### src/rtl/sipo_pkg.sv
// Shared definitions for the serial-in/parallel-out deserialiser.
// Contents: holding-register FSM state encoding and the bit-counter width helper.
// Used by: sipo_shift_core, sipo_deser.
package sipo_pkg;

    // Holding-register occupancy. The encoding doubles as out_valid.
    typedef enum logic {
        HOLD_EMPTY = 1'b0,
        HOLD_FULL  = 1'b1
    } hold_state_t;

    // Bit-counter width for a given word width. The counter must reach
    // WIDTH-1, so $clog2 is sufficient. It is clamped to 1 so the counter
    // never collapses to zero width.
    function automatic int cnt_width(input int width);
        int w;
        w = $clog2(width);
        if (w < 1) begin
            w = 1;
        end
        return w;
    endfunction

endpackage : sipo_pkg

### src/rtl/sipo_shift_core.sv
// Shift register plus bit counter that frames a serial stream into WIDTH-bit words.
// Latency: word_done/word_dat are combinational for the edge that samples the last bit.
// Backpressure: none; this block always shifts when shift_en=1. Dropping is decided upstream.
//
// Ports:
//   clk, rst_n   clock, async active-low reset (already release-synchronised)
//   clear        synchronous flush of sreg and bit_count
//   serial_in    data bit, used only when shift_en=1
//   shift_en     shift qualifier
//   bit_count    bits collected in the current partial word
//   word_done    this edge samples the WIDTH-th bit of a word
//   word_dat     value sreg takes on this edge, i.e. the completed word when word_done=1
module sipo_shift_core
    import sipo_pkg::*;
#(
    parameter int WIDTH     = 8,
    parameter int LSB_FIRST = 0,
    parameter int CNT_W     = cnt_width(WIDTH)
) (
    input  logic             clk,
    input  logic             rst_n,
    input  logic             clear,
    input  logic             serial_in,
    input  logic             shift_en,
    output logic [CNT_W-1:0] bit_count,
    output logic             word_done,
    output logic [WIDTH-1:0] word_dat
);

    logic [WIDTH-1:0] sreg;
    logic [WIDTH-1:0] shifted;
    logic             last_bit;

    // Direction of travel through the shift register.
    generate
        if (LSB_FIRST != 0) begin : g_lsb_first
            // The first bit enters at the top and ends up in bit 0.
            assign shifted = {serial_in, sreg[WIDTH-1:1]};
        end else begin : g_msb_first
            // The first bit enters at the bottom and ends up in bit WIDTH-1.
            assign shifted = {sreg[WIDTH-2:0], serial_in};
        end
    endgenerate

    assign last_bit  = (bit_count == CNT_W'(WIDTH - 1));
    assign word_done = shift_en & last_bit;
    // The completed word includes the bit sampled on this edge, so the
    // shifted value goes out directly rather than the registered sreg.
    assign word_dat  = shifted;

    always_ff @(posedge clk or negedge rst_n) begin
        if (!rst_n) begin
            sreg      <= '0;
            bit_count <= '0;
        end else if (clear) begin
            sreg      <= '0;
            bit_count <= '0;
        end else if (shift_en) begin
            sreg      <= shifted;
            bit_count <= last_bit ? '0 : bit_count + CNT_W'(1);
        end
    end

endmodule : sipo_shift_core

### src/rtl/sipo_deser.sv
// Serial-in/parallel-out deserialiser with a one-word holding register and a valid/ready output.
// Latency: parallel_out/out_valid update on the edge that samples the WIDTH-th bit.
// Backpressure: a word that completes while the register is full and out_ready=0 is dropped and sets the sticky overflow flag.
//
// Ports:
//   clk, rst_n    clock, async active-low reset (release synchronised internally)
//   clear         synchronous flush of frame, holding register and overflow
//   serial_in     serial data bit, sampled when shift_en=1
//   shift_en      qualifies serial_in
//   out_ready     consumer takes parallel_out this cycle
//   parallel_out  assembled word, stable while out_valid=1
//   out_valid     holding register has an unconsumed word
//   bit_count     bits collected in the current partial word
//   overflow      sticky: a completed word was dropped
module sipo_deser
    import sipo_pkg::*;
#(
    parameter int WIDTH     = 8,
    parameter int LSB_FIRST = 0,
    parameter int CNT_W     = cnt_width(WIDTH)
) (
    input  logic             clk,
    input  logic             rst_n,
    input  logic             clear,
    input  logic             serial_in,
    input  logic             shift_en,
    input  logic             out_ready,
    output logic [WIDTH-1:0] parallel_out,
    output logic             out_valid,
    output logic [CNT_W-1:0] bit_count,
    output logic             overflow
);

    // ------------------------------------------------------------------
    // Reset conditioning: assertion is immediate, and release is aligned
    // to clk through two flops. The edge that releases reset never shifts.
    // ------------------------------------------------------------------
    logic rst_meta;
    logic rst_int_n;

    always_ff @(posedge clk or negedge rst_n) begin
        if (!rst_n) begin
            rst_meta  <= 1'b0;
            rst_int_n <= 1'b0;
        end else begin
            rst_meta  <= 1'b1;
            rst_int_n <= rst_meta;
        end
    end

    // ------------------------------------------------------------------
    // Framing
    // ------------------------------------------------------------------
    logic             word_done;
    logic [WIDTH-1:0] word_dat;

    sipo_shift_core #(
        .WIDTH     (WIDTH),
        .LSB_FIRST (LSB_FIRST),
        .CNT_W     (CNT_W)
    ) u_core (
        .clk       (clk),
        .rst_n     (rst_int_n),
        .clear     (clear),
        .serial_in (serial_in),
        .shift_en  (shift_en),
        .bit_count (bit_count),
        .word_done (word_done),
        .word_dat  (word_dat)
    );

    // ------------------------------------------------------------------
    // Holding-register FSM
    // ------------------------------------------------------------------
    hold_state_t state_q;
    hold_state_t state_d;
    logic        load;
    logic        drop;

    always_comb begin
        state_d = state_q;
        load    = 1'b0;
        drop    = 1'b0;
        unique case (state_q)
            HOLD_EMPTY: begin
                // out_ready has no meaning with nothing held.
                if (word_done) begin
                    load    = 1'b1;
                    state_d = HOLD_FULL;
                end
            end
            HOLD_FULL: begin
                if (word_done) begin
                    // The consumer taking the old word on this edge frees the
                    // slot for the new one. Otherwise the new word has nowhere to go.
                    if (out_ready) begin
                        load = 1'b1;
                    end else begin
                        drop = 1'b1;
                    end
                end else if (out_ready) begin
                    state_d = HOLD_EMPTY;
                end
            end
            default: begin
                state_d = HOLD_EMPTY;
            end
        endcase
    end

    always_ff @(posedge clk or negedge rst_int_n) begin
        if (!rst_int_n) begin
            state_q <= HOLD_EMPTY;
        end else if (clear) begin
            state_q <= HOLD_EMPTY;
        end else begin
            state_q <= state_d;
        end
    end

    // parallel_out keeps its last value after consumption and changes only on load.
    always_ff @(posedge clk or negedge rst_int_n) begin
        if (!rst_int_n) begin
            parallel_out <= '0;
        end else if (clear) begin
            parallel_out <= '0;
        end else if (load) begin
            parallel_out <= word_dat;
        end
    end

    always_ff @(posedge clk or negedge rst_int_n) begin
        if (!rst_int_n) begin
            overflow <= 1'b0;
        end else if (clear) begin
            overflow <= 1'b0;
        end else if (drop) begin
            overflow <= 1'b1;
        end
    end

    assign out_valid = (state_q == HOLD_FULL);

endmodule : sipo_deser

### config.mk
export PLATFORM = sky130hd
export DESIGN_NAME = sipo_deser
export DESIGN_NICKNAME = d
export VERILOG_FILES = /design/src/rtl/sipo_pkg.sv /design/src/rtl/sipo_shift_core.sv /design/src/rtl/sipo_deser.sv
export SDC_FILE = /design/constraint.sdc
export NUM_CORES = 1
export LEC_CHECK = 0
export CORE_UTILIZATION = 53
export DETAILED_ROUTE_END_ITERATION = 8
export PLACE_DENSITY = 0.9
export SLEW_MARGIN = 20
export SYNTH_ARGS = -nofsm -noshare
export SYNTH_HDL_FRONTEND = slang
export SYNTH_SLANG_ARGS = --single-unit
### constraint.sdc
create_clock -name clk -period 1.4 [get_ports clk]
set_input_delay 0.28 -clock clk [delete_from_list [all_inputs] [get_ports clk]]
set_output_delay 0.28 -clock clk [all_outputs]
set_load 0.05 [all_outputs]
==> out/qor.txt, run 1 <==
Largest family of logic cells by synthesized area -> simple AND/OR/NAND/NOR gates
Worst Reg-to-Reg Cells -> 5
Max Clock Freq -> 750 MHz
Design Power -> 1.26 mW
Global route overflow -> 0
Routed WL per cell -> 15.3 um
Final Cell Area -> 1430 um2
First-pass GRT wire length -> 3170 um
Clk_lat worst skew -> 0.29 ns
Antenna diodes -> 0
Reg power frac -> 0.523
Final WL -> 1970 um
Worst-path clk slew -> 0.12 ns
R2R Path Start -> u_core.bit_count[0]
Routed vias -> 658
Vias in the first global route -> 673
Placed cells -> 124
Post-Synth Simple-Gate Area -> 0.189
Int Pwr -> 1.01 mW
CTS root buffer -> clkbuf_4
Sw Pwr -> 0.259 mW
Worst min-delay path category -> input pin to asynchronous set/reset pin
Synth Area in Adders -> 0.0248
Syn_nets -> 90
Max Cap Viol -> 0
Vias per inst -> 5.10
Clk pwr share -> 0.371
Distinct cells, synth -> 14
Share of cells above drive strength 1 -> 0.288
Final min period -> 1.33 ns
Chip width -> 45.6 um
DRT iter0 DRCs -> 16
Post-route setup TNS -> 0 ns
CP Capture Type -> flip-flop
Tcrit/Tclk final -> 0.952
Initial Util -> 0.577
Final WS setup -> 0.0674 ns
Mapped Cells -> 82
Clk_skew -> 0.00427 ns
PortBufs -> 18
Setup violations, final -> 0
DR pass1 iterations -> 4
Post-synthesis mux area share -> 0.179
Switching Fraction -> 0.205
Die H -> 45.6 um
Max Slew Vio Count -> 0
R2r endpoint -> parallel_out[4]
Row count -> 15
Initial antenna violation count -> 0
Synth Cell Area -> 1010 um2
CP required -> 1.62 ns
Tot GR Track Use -> 0.223
Peak supply drop -> 0.834 mV
WS Path Type -> flip-flop to flip-flop
Die footprint -> 2080 um2
H-tree depth -> 1
Critical-path maximum fanout -> 8
Critical Path Source Type -> flip-flop
Clock tree buffer depth -> 2
# DRC -> 0
Non-filler cells, final -> 129
Final net count -> 113
Synth Area in Compound Gates -> 0.0112
Leakage -> 0.631 nW
Seq/Total Area, Yosys -> 0.547
CP Data Arrival Time -> 1.55 ns
Critical path startpoint -> u_core.bit_count[0]
Ys Warns -> 0
Largest net degree at the start of global routing -> 29
Post-DP HPWL -> 1320 um
Final ANT Viol Nets -> 0
# IOs -> 19
Combinational power share -> 0.106
Post-CTS sizing -> 0
Inserted Clock Buffers -> 3
Syn avg cell area -> 12.3 um2
Hold WS -> 0.122 ns
#FFs+latches synth -> 22
Routability cong. -> 0.692
Pre-CTS setup slack -> -0.0577 ns
Final hold vios -> 0
Post-Synth XOR/XNOR Area -> 0
Flop2flop setup slack -> 0.07 ns
Fillers -> 101
Layout area overhead -> 42.4%
Area of the core -> 1750 um2
Status -> completed
Fin util -> 0.822
Worst setup endpoint -> parallel_out[4]
Placed inst area -> 1370 um2
Clock tree from TritonCTS -> built
CTS Sinks -> 22
Pwr per Cell Area -> 882 nW/um2
==> cells by family (layout without fill, tap and decap cells) <==
| logic type | Yosys count | in the layout |
|---|---|---|
| other | 1 | 1 |
| muxes | 18 | 18 |
| DFF | 22 | 22 |
| AOI/OAI and AO/OA | 2 | 2 |
| and+or+nand+nor | 32 | 32 |
| adders and majority gates | 2 | 2 |
| buffers and inverters | 5 | 27 |
==> cell usage in the layout (no fill, tap or decap) <==
master,synthesis,routed
a21oi_1,1,1
a31oi_1,1,1
and2b_4,1,1
buf_12,0,14
buf_4,1,4
bufinv_16,0,1
clkbuf_4,0,3
clkdlybuf4s50_1,0,5
conb_1,1,1
dfrtp_1,22,19
dfrtp_2,0,3
ha_4,0,2
mux2i_1,18,18
nand2_4,1,1
nand2b_1,16,16
nor2_1,13,13
nor2_8,1,1
==> critical path, cell delays in order, from the launching register on <==
cell     delay (ns)
dfrtp_2        0.44
ha_4           0.16
ha_4           0.16
nand2_4        0.07
nor2_8         0.21
mux2i_1        0.22
==> cells in the mapped netlist <==
| cell type | count | area (um2) |
|---|---|---|
| a21oi_1 | 1 | 5.00 |
| nor2_8 | 1 | 20.0 |
| buf_6 | 3 | 33.8 |
| nand2_4 | 1 | 11.3 |
| a31oi_1 | 1 | 6.26 |
| buf_4 | 1 | 7.51 |
| dfrtp_1 | 22 | 551 |
| buf_2 | 1 | 5.00 |
| nor2_1 | 13 | 48.8 |
| nand2b_1 | 16 | 100 |
| ha_1 | 2 | 25.0 |
| mux2i_1 | 18 | 180 |
| and2b_4 | 1 | 10.0 |
| conb_1 | 1 | 3.75 |
==> registers in the layout, summed over array words and instances, names as in the netlist <==
signal,count
rst_int_n,1
u_core.bit_count,3
rst_meta,1
out_valid,1
parallel_out,8
overflow,1
u_core.sreg,7
==> what timing repair did <==
action / in CTS / in global routing
buffers inserted: 0 / 1
hold buffers: 0 / 0
setup endpoints to repair: 0 / 2
==> cell type report <==
cell class	count	area (um2)	share of cell area
clock buffers	3	22.5	0.0157
clock inverters	1	30.0	0.0209
multi-input cells	55	435	0.304
flip-flops and latches	22	554	0.387
well taps	25	31.3	0.0218
repair buffers	23	360	0.251
==> worst min-delay path by stage <==
stage	endpoint	start	cells after the start
detailed placement	u_core.sreg[2]	rst_int_n	1
global placement	parallel_out[0]	rst_int_n	1
CTS	rst_int_n	rst_n	1
global route	rst_int_n	rst_n	1
finish	rst_meta	rst_n	1
floorplan	rst_int_n	rst_n	0
==> layer usage <==
layer	GRT usage	share of wire	up-vias
met1	0.278	0.39	333
met2	0.386	0.57	8
met3	0.0238	0.015	4
li1	-	-	313
met5	0	0	-
met4	0.103	0.020	0
==> power by group through the flow <==
stage | registers (mW) | logic (mW) | clock network, mW
final | 0.661 | 0.134 | 0.469
after CTS | 0.662 | 0.132 | 0.485
after floorplan | 0.695 | 0.0558 | 0
after global routing | 0.663 | 0.144 | 0.502
after global placement | 0.673 | 0.127 | 0
after detailed placement | 0.674 | 0.130 | 0
(Power assumes the default switching activity.)
==> run 2: changes to the inputs <==
--- a/config.mk
+++ b/config.mk
@@ -7,7 +7,7 @@
 export LEC_CHECK = 0
 export CORE_UTILIZATION = 53
 export DETAILED_ROUTE_END_ITERATION = 8
-export PLACE_DENSITY = 0.9
+export PLACE_DENSITY = 0.8
 export SLEW_MARGIN = 20
 export SYNTH_ARGS = -nofsm -noshare
 export SYNTH_HDL_FRONTEND = slang
==> out/qor.txt, run 2 (synthesis results as in run 1) <==
Max Slew Vio Count -> 0 (unchanged)
Critical-path maximum fanout -> 8 (unchanged)
Leakage -> 0.620 nW (-1.7%)
Largest net degree at the start of global routing -> 29 (unchanged)
DR pass1 iterations -> 4 (unchanged)
Status -> completed
Post-CTS sizing -> 0 (unchanged)
Max Cap Viol -> 0 (unchanged)
Global route overflow -> 0 (unchanged)
Post-DP HPWL -> 1230 um (-6.9%)
# DRC -> 0 (unchanged)
Critical Path Source Type -> flip-flop
Final hold vios -> 0 (unchanged)
Tcrit/Tclk final -> 0.938 (-0.0135)
Setup violations, final -> 0 (unchanged)
Fillers -> 108 (+6.9%)
Chip width -> 45.6 um (unchanged)
Max Clock Freq -> 761 MHz (+1.4%)
Vias in the first global route -> 670 (-0.45%)
DRT iter0 DRCs -> 6 (-10)
Met3 WL -> 39 um (+34%)
Worst Reg-to-Reg Cells -> 5 (unchanged)
RSZ-0062 raised after global routing -> false
Final WL -> 1610 um (-18%)
Most frequent cells in the layout -> dfrtp_1, mux2i_1, nand2b_1
CP Capture Type -> flip-flop
Clk pwr share -> 0.260 (-0.111)
Routability cong. -> 0.708 (+2.3%)
Clk_lat worst skew -> 0.29 ns (about the same)
Max reg flops -> 8 (unchanged)
Final Cell Area -> 1410 um2 (-1.8%)
Crit-path slowest cell -> dfrtp_2
Row count -> 15 (unchanged)
CP required -> 1.61 ns (about the same)
Int Pwr -> 0.825 mW (-18%)
Met2 WL -> 885 um (-21%)
H-tree depth -> 1 (unchanged)
Clock tree buffer depth -> 2 (unchanged)
Final ANT Viol Nets -> 0 (unchanged)
Inserted Clock Buffers -> 3 (unchanged)
Crit path largest cell delay -> 0.44 ns (about the same)
Pwr per Cell Area -> 759 nW/um2 (-14%)
Worst min-delay path category -> flip-flop to asynchronous set/reset pin
Largest regs -> parallel_out (8), u_core.sreg (7), u_core.bit_count (3)
Post-route setup TNS -> 0 ns (unchanged)
Area of the core -> 1750 um2 (unchanged)
Reg power frac -> 0.620 (+0.097)
Most Frequent Cell on Critical Path -> ha_4
Sw Pwr -> 0.243 mW (-6.1%)
Final net count -> 113 (unchanged)
Initial antenna violation count -> 0 (unchanged)
# IOs -> 19 (unchanged)
Die H -> 45.6 um (unchanged)
Switching Fraction -> 0.228 (+0.0229)
Vias per inst -> 4.89 (-4.1%)
Combinational power share -> 0.119 (+0.013)
CP Data Arrival Time -> 1.53 ns (-0.02 ns)
Final min period -> 1.31 ns (-0.0188 ns)
PortBufs -> 18 (unchanged)
Routed vias -> 631 (-4.1%)
Tot GR Track Use -> 0.194 (-0.0289)
Placed inst area -> 1370 um2 (unchanged)
CTS Sinks -> 22 (unchanged)
Peak supply drop -> 0.736 mV (-12%)
Clock tree from TritonCTS -> built
Share of cells above drive strength 1 -> 0.279 (-0.00962)
First-pass GRT wire length -> 2830 um (-11%)
Antenna diodes -> 0 (unchanged)
CTS root buffer -> clkbuf_4
Top layer in use -> met4
WS Path Type -> flip-flop to flip-flop
Clk_skew -> 0.00742 ns (+0.00315 ns)
Commonest non-fill, non-tap cell in the layout -> dfrtp_1
Die footprint -> 2080 um2 (unchanged)
Post-CTS Hold Fix Bufs -> 0 (unchanged)
Initial Util -> 0.577 (unchanged)
Worst-path clk slew -> 0.11 ns (about the same)
Met1 Routed Length -> 669 um (-14%)
Worst-path cell chain -> ha_4 -> ha_4 -> nand2_4 -> nor2_8 -> mux2i_1
Biggest register -> parallel_out
Routed WL per cell -> 12.5 um (-18%)
Layout area overhead -> 39.8%
==> run 2: power by group through the flow <==
stage	clock [mW]	sequential, mW	combinational (mW)
2_1_floorplan	0	0.695	0.0558
3_3_place_gp	0	0.675	0.126
3_5_place_dp	0	0.676	0.130
4_1_cts	0.295	0.663	0.130
5_1_grt	0.312	0.665	0.138
6_report	0.278	0.663	0.128
==> run 2: metal layers <==
layer,vias to the layer above,global-route usage
met3,2,0.0238
met4,0,0.0909
met2,10,0.354
met1,306,0.222
li1,313,-
met5,-,0
==> run 2: through the flow <==
stage | utilization | cells | hold WS (ns) | total power, mW | setup WS, ns
6_report | 0.806 | 129 | 0.0555 | 1.07 | 0.0862
5_1_grt | 0.806 | 129 | 0.0773 | 1.12 | 0.00180
4_1_cts | 0.802 | 128 | 0.0603 | 1.09 | 0.0343
3_5_place_dp | 0.787 | 124 | 0.0504 | 0.806 | -0.0486
3_3_place_gp | 0.787 | 124 | 0.0507 | 0.801 | -0.0222
2_1_floorplan | - | 82 | -0.0156 | 0.751 | 0.0313
==> run 2: critical path: cells and delay by family (launching register included) <==
kind / cells / cell delay [ns]
fa+ha+maj: 2 / 0.30
flops: 1 / 0.44
mux: 1 / 0.23
simple gates: 2 / 0.26
==> run 2: final cells by class <==
cell class | instances | area, um2 | area share
repair buffers | 23 | 360 | 0.256
multi-input cells | 55 | 435 | 0.309
well taps | 25 | 31.3 | 0.0222
flip-flops and latches | 22 | 554 | 0.394
clock buffers | 4 | 26.3 | 0.0187
==> run 2: timing repair <==
action | CTS | global route
buffers inserted | 0 | 1
setup endpoints to repair | 0 | 7
endpoints found under the hold margin | 0 | 0
==> run 2: path summary, 6_finish.rpt <==
path                                      from                   to  slack [ns]
max reg2reg                u_core.bit_count[0]      parallel_out[0]        0.09
max                        u_core.bit_count[0]      parallel_out[0]        0.09
min in group clk                      rst_meta            rst_int_n        0.37
max in group asynchronous            rst_int_n      parallel_out[5]        0.90
min reg2reg                          rst_int_n  u_core.bit_count[1]        0.06
min                                  rst_int_n  u_core.bit_count[1]        0.06
